==> config.mk <==
export PLATFORM = sky130hd
export DESIGN_NAME = sine_sub_meas
export DESIGN_NICKNAME = d
export VERILOG_FILES = /design/src/rtl/sine_sub_meas_pkg.sv /design/src/rtl/sine_sub_meas.sv
export SDC_FILE = /design/constraint.sdc
export NUM_CORES = 1
export LEC_CHECK = 0
export BUFFER_PORTS_ARGS = -buffer_cell sky130_fd_sc_hd__buf_2
export CELL_PAD_IN_SITES_DETAIL_PLACEMENT = 0
export CELL_PAD_IN_SITES_GLOBAL_PLACEMENT = 1
export CORE_ASPECT_RATIO = 2
export CORE_MARGIN = 2
export CORE_UTILIZATION = 35
export DETAILED_ROUTE_END_ITERATION = 8
export MAX_ROUTING_LAYER = met4
export PLACE_DENSITY = 0.74
export SETUP_SLACK_MARGIN = 0.3
export SLEW_MARGIN = 20
export SYNTH_ARGS = -nofsm -noshare
export SYNTH_HDL_FRONTEND = slang
export SYNTH_SLANG_ARGS = --single-unit
export TNS_END_PERCENT = 30
==> constraint.sdc <==
create_clock -name clk -period 11.8 [get_ports clk]
set_input_delay 0.59 -clock clk [delete_from_list [all_inputs] [get_ports clk]]
set_output_delay 0.59 -clock clk [all_outputs]
set_load 0.02 [all_outputs]
==> src/rtl/sine_sub_meas_pkg.sv <==
// Shared types and sample-range constants for the sine_* measurement blocks.
// Provides the window FSM state encoding and the peak-to-peak helper.
package sine_sub_meas_pkg;

    typedef enum logic [1:0] {
        ST_IDLE = 2'd0,
        ST_ARM  = 2'd1,
        ST_MEAS = 2'd2,
        ST_DONE = 2'd3
    } state_t;

    localparam logic signed [12:0] SMAX = 13'sh0FFF;  // +4095
    localparam logic signed [12:0] SMIN = 13'sh1000;  // -4096

    // Sign-extend by one bit so max-min (up to 8191) never overflows.
    function automatic logic [13:0] calc_vpp(input logic signed [12:0] hi,
                                             input logic signed [12:0] lo);
        return {hi[12], hi} - {lo[12], lo};
    endfunction

endpackage

==> src/rtl/sine_sub_meas.sv <==
// Windowed max/min/peak-to-peak and rising zero-crossing measurement of the
// two-tone difference signal; one window per accepted start.
//
// state   | meaning
// --------+----------------------------------------------------------
// IDLE    | waiting for start; win_len latched on acceptance
// ARM     | running max/min/count/crossings preloaded
// MEAS    | accumulating valid samples until count reaches length
// DONE    | running results copied to outputs; done pulses next cycle
module sine_sub_meas
    import sine_sub_meas_pkg::*;
#(
    parameter int WIN_W = 16
) (
    input  logic                    clk,
    input  logic                    rst,
    input  logic signed [12:0]      din,
    input  logic                    din_valid,
    input  logic                    start,
    input  logic [WIN_W-1:0]        win_len,
    output logic                    busy,
    output logic                    done,
    output logic signed [12:0]      vmax,
    output logic signed [12:0]      vmin,
    output logic [13:0]             vpp,
    output logic [WIN_W-1:0]        zc_cnt
);

    state_t             state, state_nxt;
    logic [WIN_W-1:0]   len_q;
    logic [WIN_W-1:0]   cnt;
    logic [WIN_W-1:0]   cnt_inc;
    logic [WIN_W-1:0]   zc;
    logic signed [12:0] run_max;
    logic signed [12:0] run_min;
    logic               prev_neg;
    logic               last_smp;

    assign cnt_inc  = cnt + 1'b1;
    assign last_smp = din_valid && (cnt_inc == len_q);

    always_ff @(posedge clk or posedge rst) begin
        if (rst) begin
            state <= ST_IDLE;
        end else begin
            state <= state_nxt;
        end
    end

    always_comb begin
        state_nxt = state;
        busy      = 1'b0;
        case (state)
            ST_IDLE: begin
                if (start) begin
                    state_nxt = ST_ARM;
                end
            end
            ST_ARM: begin
                busy      = 1'b1;
                state_nxt = ST_MEAS;
            end
            ST_MEAS: begin
                busy = 1'b1;
                if (last_smp) begin
                    state_nxt = ST_DONE;
                end
            end
            ST_DONE: begin
                state_nxt = ST_IDLE;
            end
            default: begin
                state_nxt = ST_IDLE;
            end
        endcase
    end

    // Results and done are registered together so a consumer sampling on
    // done always sees the matching window values.
    always_ff @(posedge clk or posedge rst) begin
        if (rst) begin
            len_q    <= '0;
            cnt      <= '0;
            zc       <= '0;
            run_max  <= '0;
            run_min  <= '0;
            prev_neg <= 1'b0;
            done     <= 1'b0;
            vmax     <= '0;
            vmin     <= '0;
            vpp      <= '0;
            zc_cnt   <= '0;
        end else begin
            done <= 1'b0;
            case (state)
                ST_IDLE: begin
                    if (start) begin
                        len_q <= (win_len == '0) ? WIN_W'(1) : win_len;
                    end
                end
                ST_ARM: begin
                    run_max  <= SMIN;
                    run_min  <= SMAX;
                    cnt      <= '0;
                    zc       <= '0;
                    prev_neg <= 1'b0;
                end
                ST_MEAS: begin
                    if (din_valid) begin
                        if (din > run_max) run_max <= din;
                        if (din < run_min) run_min <= din;
                        cnt      <= cnt_inc;
                        prev_neg <= din[12];
                        if (prev_neg && !din[12] && (zc != '1)) begin
                            zc <= zc + 1'b1;
                        end
                    end
                end
                ST_DONE: begin
                    vmax   <= run_max;
                    vmin   <= run_min;
                    vpp    <= calc_vpp(run_max, run_min);
                    zc_cnt <= zc;
                    done   <= 1'b1;
                end
                default: ;
            endcase
        end
    end

endmodule

# Word-level counts from Yosys, hierarchy flattened
# Cells that the tools add are included.
[op_classes] add_sub_neg=3 magnitude_cmp=2 muxes=19 n_eq_ne=11 reduce_logical=14
[ops] cell="2-to-1 mux 16 bit" count=4
[ops] cell="case mux 16 bit (2 select lines)" count=2
[ops] cell="2-to-1 mux 13 bit" count=4
[ops] cell="case mux 13 bit (2 select lines)" count=2
[ops] cell="adder 16 x 1 -> 16 bit, second input constant" count=2
[ops] cell="== test 16 bit" count=1
[ops] cell="logical NOT 16 bit" count=1
[ops] cell="!= test 16 bit, second input constant" count=1
[ops] cell="subtractor 13 x 13 -> 14 bit" count=1
[ops] cell="greater-than comparator 13 bit" count=1
[ops] cell="< comparator 13 bit" count=1
[ops] cell="!= test 2 bit, second input constant" count=6
[ops] cell="AND reduction 3 bit" count=3
[ops] cell="case mux 2 bit (4 select lines)" count=1
[ops] cell="AND reduction 2 bit" count=3
[ops] cell="== test 2 bit, second input constant" count=2
[ops] cell="2-to-1 mux 2 bit" count=2
[ops] cell="logical AND 1 bit" count=3
[ops] cell="2-to-1 mux 1 bit" count=3
[ops] cell="== test 2 x 1 -> 1 bit, second input constant" count=1
[ops] cell="logical NOT 2 bit" count=1
[ops] cell="case mux 1 bit (2 select lines)" count=1
[ops] cell="nonzero test 2 bit" count=1
[ops] cell="OR reduction 2 bit" count=1
[ops] cell="logical NOT 1 bit" count=1
[word_totals] wordCells=61 inputBits=33 out_inout_bits=58 ff_bits=134

# Longest topological paths before layout
# Gate-level depths: netlist of the first run.
[depth] word_depth=6 depth_mapped=11 depth_no_buf=10

# Worst setup path before layout of the first run
# Ideal clock, no wire load.
[synth_timing] path_kind="input to register" startpoint="input din[6]" endpoint="register run_min[1]" slack_ns=9.243 path_buffers=1 t_required_ns=11.677 stages=9 setup_time_ns=0.123 arrival_time_ns=2.434 cell_sequence="ha_1 a21o_1 a21o_1 a21o_1 a21o_1 a31oi_1 buf_2 mux2i_1 nor3_1"
[synth_between] elab_chain_len=3
[synth_rtl] item="from (decl)" line_no="sine_sub_meas.sv:17" text="input logic signed [12:0] din,"
[synth_rtl] item="< comparator 13 bit" line_no="sine_sub_meas.sv:111" text="if (din < run_min) run_min <= din;"
[synth_rtl] item="!= test 2 bit (no line)"
[synth_rtl] item="AND reduction 3 bit (no line)"
[synth_rtl] item="to (signal assigned)" line_no="sine_sub_meas.sv:111"
[synth_rtl] item="to (decl)" line_no="sine_sub_meas.sv:35" text="logic signed [12:0] run_min;"
# Every way passes these cells.
# A chain may end at the register's enable or synchronous reset.

# Worst setup path in the final report of the first run
[layout_timing] startpoint="register run_min[12]" endpoint="register run_min[0]"
[layout_between] elab_chain_len=3
[layout_rtl] item="< comparator 13 bit" line_no="sine_sub_meas.sv:111"
[layout_rtl] item="!= test 2 bit (no line)"
[layout_rtl] item="AND reduction 3 bit (no line)"
# Every way passes these cells.

==> run_results.csv, run 1 <==
group,metric,value,unit
sta,final-setup-viol-count,0,
synth,synth_nets,874,
cells_and_area,final_cell_count_no_fill,1161,
clock_network,cts_bufs_inserted,17,
synth,postSynth.asyncResetShare,100,%
power_and_ir_drop,power-per-cell-area,260,nW/um2
synth,synth_seq_cells,134,
route,drt-vias-per-instance,5.29,
cells_and_area,final_nets,951,
power_and_ir_drop,clock_power_share,23.7,%
power_and_ir_drop,seq_power_share,29.5,%
route,detailroute.via_count,6142,
sta,setup_repair_after_global_routing_missed_its_margin,"false",
setup_path,worst_setup_path_start_kind,"flop",
clock_network,cts_hold_buffers_added,0,
sta,slew-limit-headroom,27.9,%
floorplanning,num_rows,77,
sta,fin_tns_setup,0,ns
global_routing,global_route.usage.total,18.3,%
setup_path,critPathSlowestCell,"ha_1",
synth,synthDominantAreaCellType,"dfrtp_1",
sta,fin_crit,3.14,ns
cells_and_area,most_common_cell_after_layout_fill_and_taps_aside,"dfrtp_1",
global_routing,grt_max_degree,69,
synth,synth_top_area_share,42.5,%
route,top_layer,"met4",
global_routing,grt_overflow,0,
cells_and_area,n_fill_cell,2243,
placement,placed_cells,1129,
synth,synth_edf_count,0,
power_and_ir_drop,power_switching_share,40.0,%
placement,place.detailed.hpwl,14600,um
cells_and_area,drive_gt1_share,25.0,%
global_routing,grt_first_pass_wirelength,32500,um
route,wl_per_cell,17.4,um
placement,portBuffers,90,
power_and_ir_drop,p_leak,4.23,nW
synth,synth_ff_type,"dfrtp_1",
floorplanning,die_height,216,um
setup_path,worst-path-max-fanout,28,
cells_and_area,syn_to_final_growth,16.6,%
route,drt_pass1_iterations,4,
cells_and_area,insertedDiodeCount,0,
job,cap_violations,0,
floorplanning,die_w,110,um
clock_network,worst_setup_hold_path_clk_slew,0.06,ns
clock_network,tritoncts_num_sinks,134,
hold_path,timing.hold.worst.class,"input pin to asynchronous set/reset pin",
setup_path,cp.required,12.11,ns
route,routed-wl-met2,11600,um
setup_path,cp_data_arrival_time,3.45,ns
status,status,"complete, no violations",
sta,period_share,26.6,%
sta,whs,0.268,ns
setup_path,cp_cell_sequence,"inv_1, ha_1, nand4_1, nor2_1, nand2_1, o21a_1, a21oi_1, nor3_1",
clock_network,cts-root-buf,"clkbuf_16",
power_and_ir_drop,cell_internal_pwr,1.44,mW
route,met1Wirelength,7410,um
route,dr_wl_met3,695,um
power_and_ir_drop,worst_ir_drop_vdd,112,uV
synth,count_of_cell_types_in_the_netlist,55,
placement,place_congestion,0.824,
synth,synth_top_cells_by_area,"dfrtp_1 42%, mux2_2 12%, ha_1 7.1%",
setup_path,timing.rr.end,"run_min[0]",
synth,yosys_warnings,0,
floorplanning,core_area,22200,um2
floorplanning,start_util,35.6,%
route,wl_final,20200,um
route,remaining_drc_errors,0,
route,detailedRoute.firstIterationViolations,194,
global_routing,first_global_vias,6168,
sta,fin_skew,0.0109,ns
clock_network,cts.repair.resized,0,
synth,syn_area_per_cell,9.93,um2
setup_path,timing.setup.critical_path_class,"flop to flop",
synth,postSynthCellCount,795,
synth,yosysSeqAreaShare,42.5,%
sta,max_slew.worst_pin.slew,1.08,ns
setup_path,critPathCaptureType,"flop",
clock_network,ctsLongestPathBuffers,2,
sta,hold_viol,0,
setup_path,reg2reg_setup_slack,8.66,ns
clock_network,htreeDepth,4,
setup_path,worst_path_largest_cell_delay,0.83,ns
power_and_ir_drop,power.share.combinational,46.8,%
synth,summed_instance_area_of_the_synthesized_netlist,7900,um2
sta,final-max-slew-violation-count,0,
setup_path,origin_of_the_critical_flop_to_flop_path,"run_min[12]",
clock_network,cts_post_setup_buffers_inserted,0,
floorplanning,ioPinCount,91,
route,final_antenna_net_count,0,
cells_and_area,layout_common_cells,"134 x dfrtp_1, 90 x buf_2, 81 x mux2_2, 79 x nor2_1, 52 x nand2_1",
setup_path,reg2reg_depth,8,
floorplanning,die_area,23900,um2
power_and_ir_drop,power_dissipated_by_switching_net_loads,0.956,mW
clock_network,clock_tree_from_tritoncts,"yes",
global_routing,antenna_found_initial,0,
sta,max_clock_freq,318,MHz
clock_network,clk-insertion-delay-late,0.44,ns
## logic make-up after synthesis
group	after synthesis	share of synthesized area (%)
flip-flops	134	42.5
XOR/XNOR	41	4.55
buffers and inverters	81	4.34
AND/OR/NAND/NOR	247	15.4
AO/OA/AOI/OAI	151	12.6
multiplexers	95	13.3
adder cells (fa/ha/maj)	46	7.38
## metal layers
| layer | vias up | track usage [%] |
|---|---|---|
| li1 | 2993 | - |
| met1 | 3010 | 18.5 |
| met2 | 106 | 33.4 |
| met3 | 33 | 4.12 |
| met4 | 0 | 6.92 |
| met5 | - | - |
## Yosys cell counts, types with 11 or more instances
library cell	number
inv_1	40
mux2_2	81
o21ai_0	36
clkbuf_1	34
xor2_1	20
nand2_1	52
nor3_1	32
mux2i_1	14
nor2_1	79
nand4_1	11
ha_1	45
dfrtp_1	134
xnor2_1	21
o211ai_1	26
or3_1	16
a21oi_1	35
## area by class of cell
| class | instances | area [um2] | area share, % |
|---|---|---|---|
| clock buffer | 20 | 447 | 4.85 |
| clock inverter | 12 | 176 | 1.92 |
| inverter | 40 | 155 | 1.69 |
| multi-input combinational | 580 | 4210 | 45.7 |
| sequential | 134 | 3350 | 36.4 |
| tap | 276 | 345 | 3.75 |
| timing repair buffer | 99 | 518 | 5.63 |
## power groups by stage
stage	Combinational (mW)	Clock (mW)	Sequential [mW]
after detailed placement	1.13	0	0.718
after CTS	1.14	0.583	0.710
after global routing	1.24	0.602	0.725
after global placement	1.12	0	0.713
after floorplan	0.777	0	0.760
final	1.12	0.566	0.707
## stage by stage
| stage | instance area, um2 | power (mW) | worst slack, ns | util, % |
|---|---|---|---|---|
| 2_1_floorplan | 7900 | 1.54 | 7.63 | - |
| 3_3_place_gp | 8580 | 1.83 | 8.40 | 38.7 |
| 3_5_place_dp | 8580 | 1.85 | 8.32 | 38.7 |
| 4_1_cts | 9210 | 2.43 | 8.64 | 41.5 |
| 5_1_grt | 9210 | 2.57 | 8.39 | 41.5 |
| 6_report | 9210 | 2.39 | 8.66 | 41.5 |
## how the worst max path moves through the flow
stage                            from          to  cells after the start
after floorplan                   rst      cnt[0]                      1
after global placement        din[12]  run_min[2]                      8
after detailed placement      din[12]  run_min[0]                      8
after CTS                 run_min[12]  run_min[0]                      8
after global routing      run_min[12]  run_min[0]                      8
final                     run_min[12]  run_min[0]                      8
## registers in the layout, summed over array words and instances, names as in the netlist, 2 cells and up
signal and cells:
len_q 16, state 2, vmax 13, run_max 13, vmin 13, vpp 14
zc 16, cnt 16, zc_cnt 16, run_min 13
## critical path, delay by kind of cell, from the launching register on
kind,cells,cell delay [ns]
AO/OA/AOI/OAI,2,0.82
adder cells (fa/ha/maj),1,0.83
buffers and inverters,1,0.08
flip-flops,1,0.34
AND/OR/NAND/NOR,4,0.94
Power figures use the tool's default switching activity.
==> run 2: changes to the inputs <==
Clock period 11.8 ns to 3 ns, I/O delays scaled along.
==> run 2 against run 1 <==
  * Sequential share of layout area fell by 1.4 points
  * Critical path depth did not move
  * Setup slack got worse by 8.2 ns
  * Sequential power rose to 3.9 times the previous value
  * Via count rose by 2.5%
  * Flip-flop and latch count did not move
==> run_results.csv, run 2 (synthesized netlist as in run 1, its figures left out) <==
group,metric,value,unit
status,status,"complete, no violations",
floorplanning,core_area,22200,um2
global_routing,grt_overflow,0,
setup_path,cp.required,3.32,ns
cells_and_area,layout_cell_area_excl_fill,9570,um2
placement,place.detailed.hpwl,15300,um
route,remaining_drc_errors,0,
setup_path,timing.rr.end,"state[1]",
hold_path,timing.hold.worst.class,"input pin to flop",
global_routing,grt_first_pass_wirelength,34100,um
route,final_antenna_net_count,0,
setup_path,origin_of_the_critical_flop_to_flop_path,"cnt[0]",
clock_network,clock_tree_from_tritoncts,"yes",
setup_path,reg2reg_depth,8,
sta,max_clock_freq,394,MHz
sta,fin_crit,2.54,ns
clock_network,cts-root-buf,"clkbuf_16",
power_and_ir_drop,power-per-cell-area,1000,nW/um2
placement,portBuffers,90,
setup_path,worst_setup_path_start_kind,"flop",
cells_and_area,final_nets,986,
route,drt_pass1_iterations,4,
setup_path,cp_data_arrival_time,2.85,ns
sta,max_slew.worst_pin.slew,0.813,ns
placement,place_congestion,0.862,
clock_network,ctsLongestPathBuffers,2,
route,drt-vias-per-instance,5.27,
sta,setup_repair_after_global_routing_missed_its_margin,"true",
route,wl_per_cell,17.3,um
cells_and_area,syn_to_final_growth,21.2,%
floorplanning,die_w,110,um
sta,hold_viol,0,
cells_and_area,insertedDiodeCount,0,
setup_path,critPathCaptureType,"flop",
power_and_ir_drop,power,9.60,mW
global_routing,grt_max_degree,60,
clock_network,cts_post_setup_buffers_inserted,0,
sta,fin_tns_setup,0,ns
sta,final-max-slew-violation-count,0,
route,wl_final,20600,um
floorplanning,die_height,216,um
placement,placed_cells,1146,
sta,fin_skew,0.0108,ns
sta,setup_ws,0.464,ns
cells_and_area,drive_gt1_share,26.2,%
cells_and_area,most_common_cell_after_layout_fill_and_taps_aside,"dfrtp_1",
hold_path,worst_hold_path.endpoint,"run_max[6]",
floorplanning,num_rows,77,
placement,dpl_worst_slack,0.375,ns
setup_path,timing.setup.critical_path_class,"flop to flop",
floorplanning,start_util,35.6,%
clock_network,htreeDepth,4,
placement,placedInstanceArea,8760,um2
sta,period_share,84.5,%
setup_path,worst-path-max-fanout,6,
global_routing,first_global_vias,6676,
clock_network,cts_bufs_inserted,17,
hold_path,hold-path-cell-count,2,
clock_network,tritoncts_num_sinks,134,
route,detailedRoute.firstIterationViolations,183,
cells_and_area,layout_common_cells,"133 x dfrtp_1, 90 x buf_2, 81 x mux2_2, 79 x nor2_1, 52 x nand2_1",
clock_network,clk-insertion-delay-late,0.44,ns
power_and_ir_drop,worst_ir_drop_vdd,462,uV
power_and_ir_drop,p_leak,4.40,nW
sta,slew-limit-headroom,45.6,%
setup_path,reg2reg_setup_slack,0.46,ns
global_routing,global_route.usage.total,19.2,%
clock_network,worst_setup_hold_path_clk_slew,0.06,ns
job,cap_violations,0,
floorplanning,ioPinCount,91,
route,detailroute.via_count,6298,
global_routing,antenna_found_initial,0,
hold_path,hold_path_startpoint,"din[6]",
sta,final-setup-viol-count,0,
cells_and_area,final_cell_count_no_fill,1195,
floorplanning,die_area,23900,um2
==> run 2: worst max-delay path by stage <==
stage,start,end
floorplan,cnt[0],state[1]
global placement,cnt[0],state[1]
detailed placement,cnt[0],state[1]
CTS,cnt[0],state[1]
global route,run_min[3],vpp[11]
finish,cnt[0],state[1]
==> run 2: layout make-up <==
type	count	area, um2
Clock buffer	19	453
Inverter	40	154
Tap cell	276	345
Multi-Input combinational cell	580	4210
Timing Repair Buffer	134	876
Clock inverter	12	178
Sequential cell	134	3350
Fill cell	2240	12600
==> run 2: power breakdown <==
group | switching, mW | internal [mW]
clock | 0.819 | 1.43
combinational | 2.57 | 2.00
sequential | 0.416 | 2.36
total | 3.81 | 5.79
==> run 2: through the flow <==
| stage | utilization [%] | hold slack (ns) |
|---|---|---|
| global placement | 39.5 | 0.276 |
| CTS | 43.2 | 0.0125 |
| floorplan | - | 0.301 |
| global route | 43.2 | 0.0287 |
| finish | 43.2 | 0.0263 |
| detailed placement | 39.5 | 0.276 |
==> run 2: layer usage <==
layer,global-route usage (%),up-vias,wire length [um]
li1,-,3056,-
met1,19.0,3091,7520
met2,35.5,114,11900
met3,3.43,37,582
met4,8.25,0,619
met5,-,-,0
==> run 2: what timing repair did <==
item / in CTS / in global routing
gates resized for setup: 0 / 2
endpoints found under the hold margin: 43 / 0
hold buffers: 18 / 0
setup endpoints to repair: 0 / 4
==> run 2: critical path, cell delays in order, from the launching register on <==
cell       delay, ns
dfrtp_2         0.41
ha_2            0.26
nand4_4         0.15
or3_4           0.37
o211a_1         0.21
or3_4           0.37
a2111oi_4       0.40
and3_1          0.21
o21ai_1         0.05
==> run 3: changes to the inputs <==
Settings changed: ABC_AREA set to 1, PLACE_DENSITY 0.74 to 0.77.
Clock period 3 ns to 2.4 ns, I/O delays scaled along.
==> run 3 against run 2 <==
  * Synthesized cell count is 15% higher
  * Die area is 6.0% lower
  * Fmax is 21% higher
  * Setup slack worse by 0.16 ns
  * Power is 12% higher
  * Sequential power is 24% higher
  * Critical path type unchanged
  * Largest cell class unchanged
==> run_results.csv, run 3 <==
group,metric,value,unit
power_and_ir_drop,power-per-cell-area,1130,nW/um2
setup_path,timing.rr.end,"vpp[8]",
floorplanning,start_util,35.4,%
global_routing,grt_max_degree,102,
synth,postSynth.asyncResetShare,100,%
placement,place_congestion,0.888,
placement,placedInstanceArea,8300,um2
sta,fin_crit,2.10,ns
route,drt_pass1_iterations,4,
power_and_ir_drop,p_leak,4.76,nW
cells_and_area,layout_common_cells,"203 x nand2_1, 130 x dfrtp_1, 100 x inv_1, 90 x buf_2, 75 x nand3_1",
synth,synth_adder_area_share,7.86,%
setup_path,reg2reg_depth,9,
hold_path,hold-path-cell-count,3,
power_and_ir_drop,worst_ir_drop_vdd,665,uV
sta,fin_skew,0.00752,ns
clock_network,clock_tree_from_tritoncts,"yes",
hold_path,worst_hold_path.endpoint,"len_q[0]",
synth,synth_compound_gate_area_share,9.72,%
synth,synth.most_common_cell,"nand2_1",
global_routing,grt_first_pass_wirelength,34400,um
setup_path,cp_data_arrival_time,2.40,ns
floorplanning,ioPinCount,91,
clock_network,worst_setup_hold_path_clk_slew,0.06,ns
clock_network,cts_bufs_inserted,17,
setup_path,timing.setup.critical_path_class,"flop to flop",
sta,hold_viol,0,
hold_path,hold_path_startpoint,"win_len[0]",
sta,final-max-slew-violation-count,0,
job,cap_violations,0,
setup_path,worst-path-max-fanout,4,
synth,synthDominantAreaCellType,"dfrtp_1",
synth,postSynthCellCount,911,
cells_and_area,syn_to_final_growth,28.4,%
setup_path,critPathCaptureType,"flop",
route,wl_per_cell,16.1,um
route,final_antenna_net_count,0,
placement,placed_cells,1267,
status,status,"complete, no violations",
cells_and_area,most_common_cell_after_layout_fill_and_taps_aside,"nand2_1",
floorplanning,num_rows,75,
placement,portBuffers,90,
placement,place.detailed.hpwl,16000,um
route,remaining_drc_errors,0,
cells_and_area,n_fill_cell,2069,
cells_and_area,layout_cell_area_excl_fill,9520,um2
sta,max_clock_freq,476,MHz
clock_network,ctsLongestPathBuffers,2,
sta,period_share,87.5,%
sta,slew-limit-headroom,46.8,%
synth,post_synth_most_frequent_cells,"208 x nand2_1, 134 x dfrtp_1, 111 x inv_1",
route,detailroute.via_count,6599,
synth,synth_top_area_share,45.2,%
global_routing,global_route.usage.total,20.7,%
sta,setup_repair_after_global_routing_missed_its_margin,"true",
cells_and_area,insertedDiodeCount,0,
synth,synth_edf_count,0,
floorplanning,die_height,210,um
route,drt-vias-per-instance,4.91,
global_routing,first_global_vias,6686,
synth,yosys-mux-area-fraction,1.97,%
cells_and_area,final_cell_count_no_fill,1345,
synth,yosys_warnings,0,
synth,synth_top_cells_by_area,"dfrtp_1 45%, nand2_1 11%, ha_1 7.6%",
cells_and_area,drive_gt1_share,23.6,%
sta,final-setup-viol-count,0,
sta,max_slew.worst_pin.slew,0.792,ns
synth,synth_seq_cells,134,
hold_path,timing.hold.worst.class,"input pin to flop",
clock_network,tritoncts_num_sinks,134,
setup_path,worst_setup_path_start_kind,"flop",
global_routing,grt_overflow,0,
synth,synth_top_family_by_area,"simple AND/OR/NAND/NOR gates",
synth,count_of_cell_types_in_the_netlist,39,
setup_path,origin_of_the_critical_flop_to_flop_path,"run_min[0]",
setup_path,cp.required,2.70,ns
global_routing,antenna_found_initial,0,
synth,yosysSeqAreaShare,45.2,%
synth,synth-xor-area-share,2.21,%
cells_and_area,final_nets,1142,
clock_network,cts-root-buf,"clkbuf_16",
setup_path,reg2reg_setup_slack,0.30,ns
synth,synth_nets,990,
floorplanning,die_area,22400,um2
clock_network,clk-insertion-delay-late,0.43,ns
route,detailedRoute.firstIterationViolations,237,
synth,synthSimpleGateAreaFrac,25.9,%
route,wl_final,21700,um
synth,syn_area_per_cell,8.14,um2
power_and_ir_drop,power,10.8,mW
clock_network,htreeDepth,4,
cells_and_area,fin_util,45.5,%
synth,summed_instance_area_of_the_synthesized_netlist,7410,um2
floorplanning,die_w,107,um
sta,fin_tns_setup,0,ns
synth,synth_ff_type,"dfrtp_1",
floorplanning,core_area,20900,um2
run 3: cell families after synthesis:
kind of cell / count (synthesis)
AND/OR/NAND/NOR: 428
buffers and inverters: 138
AO/OA/AOI/OAI: 135
flip-flops: 134
adder cells (fa/ha/maj): 46
XOR/XNOR: 17
multiplexers: 13
run 3: cell type report:
class	count	area (um2)	area share, %
inverter	115	438	4.60
tap	269	337	3.53
multi-input combinational	639	3730	39.2
sequential	134	3360	35.3
clock inverter	7	68.8	0.723
clock buffer	25	505	5.31
timing repair buffer	156	1080	11.4
run 3: per-stage QoR:
stage,setup slack (ns),hold WS [ns]
finish,0.300,0.0122
global route,0.197,0.0246
CTS,0.309,0.000863
detailed placement,0.148,0.0837
global placement,0.227,0.0852
floorplan,0.332,0.263
run 3: what timing repair did:
item / 4_1_cts / 5_1_grt
gates resized for setup: 4 / 67
setup buffers: 3 / 15
hold endpoints to repair: 65 / 0
hold buffers: 26 / 0
cloned: 0 / 2
pin swaps: 2 / 16
setup endpoints to repair: 13 / 63
run 3: power by group:
part,total (mW),switching (mW),internal [mW]
sequential,3.44,0.472,2.96
clock,2.54,0.984,1.56
combinational,4.80,2.95,1.85
run 3: routing by layer:
metal / wire (um) / share of wire [%] / up-vias / GRT usage [%]
met5: 0 / 0 / - / -
met4: 967 / 4.5 / 0 / 11.2
met3: 469 / 2.2 / 45 / 2.98
met2: 12400 / 57 / 121 / 38.6
met1: 7830 / 36 / 3136 / 20.2
li1: - / - / 3297 / -
run 3: worst max-delay path by stage:
stage	startpoint	to	slack [ns]	cells past startpoint
finish	run_min[0]	vpp[8]	0.30	9
global route	run_min[3]	run_min[1]	0.20	14
CTS	run_max[10]	run_max[0]	0.31	11
detailed placement	run_max[0]	vpp[10]	0.15	10
global placement	run_max[0]	vpp[8]	0.23	10
floorplan	run_max[0]	vpp[10]	0.33	9
run 3: worst max-delay path, cell delays in order, from the launching register on:
cell	delay, ns
dfrtp_1	0.41
ha_1	0.23
fa_1	0.41
o21ai_1	0.17
buf_4	0.14
a21oi_1	0.09
o21ai_1	0.20
buf_4	0.14
xnor2_1	0.09
o21ai_0	0.08
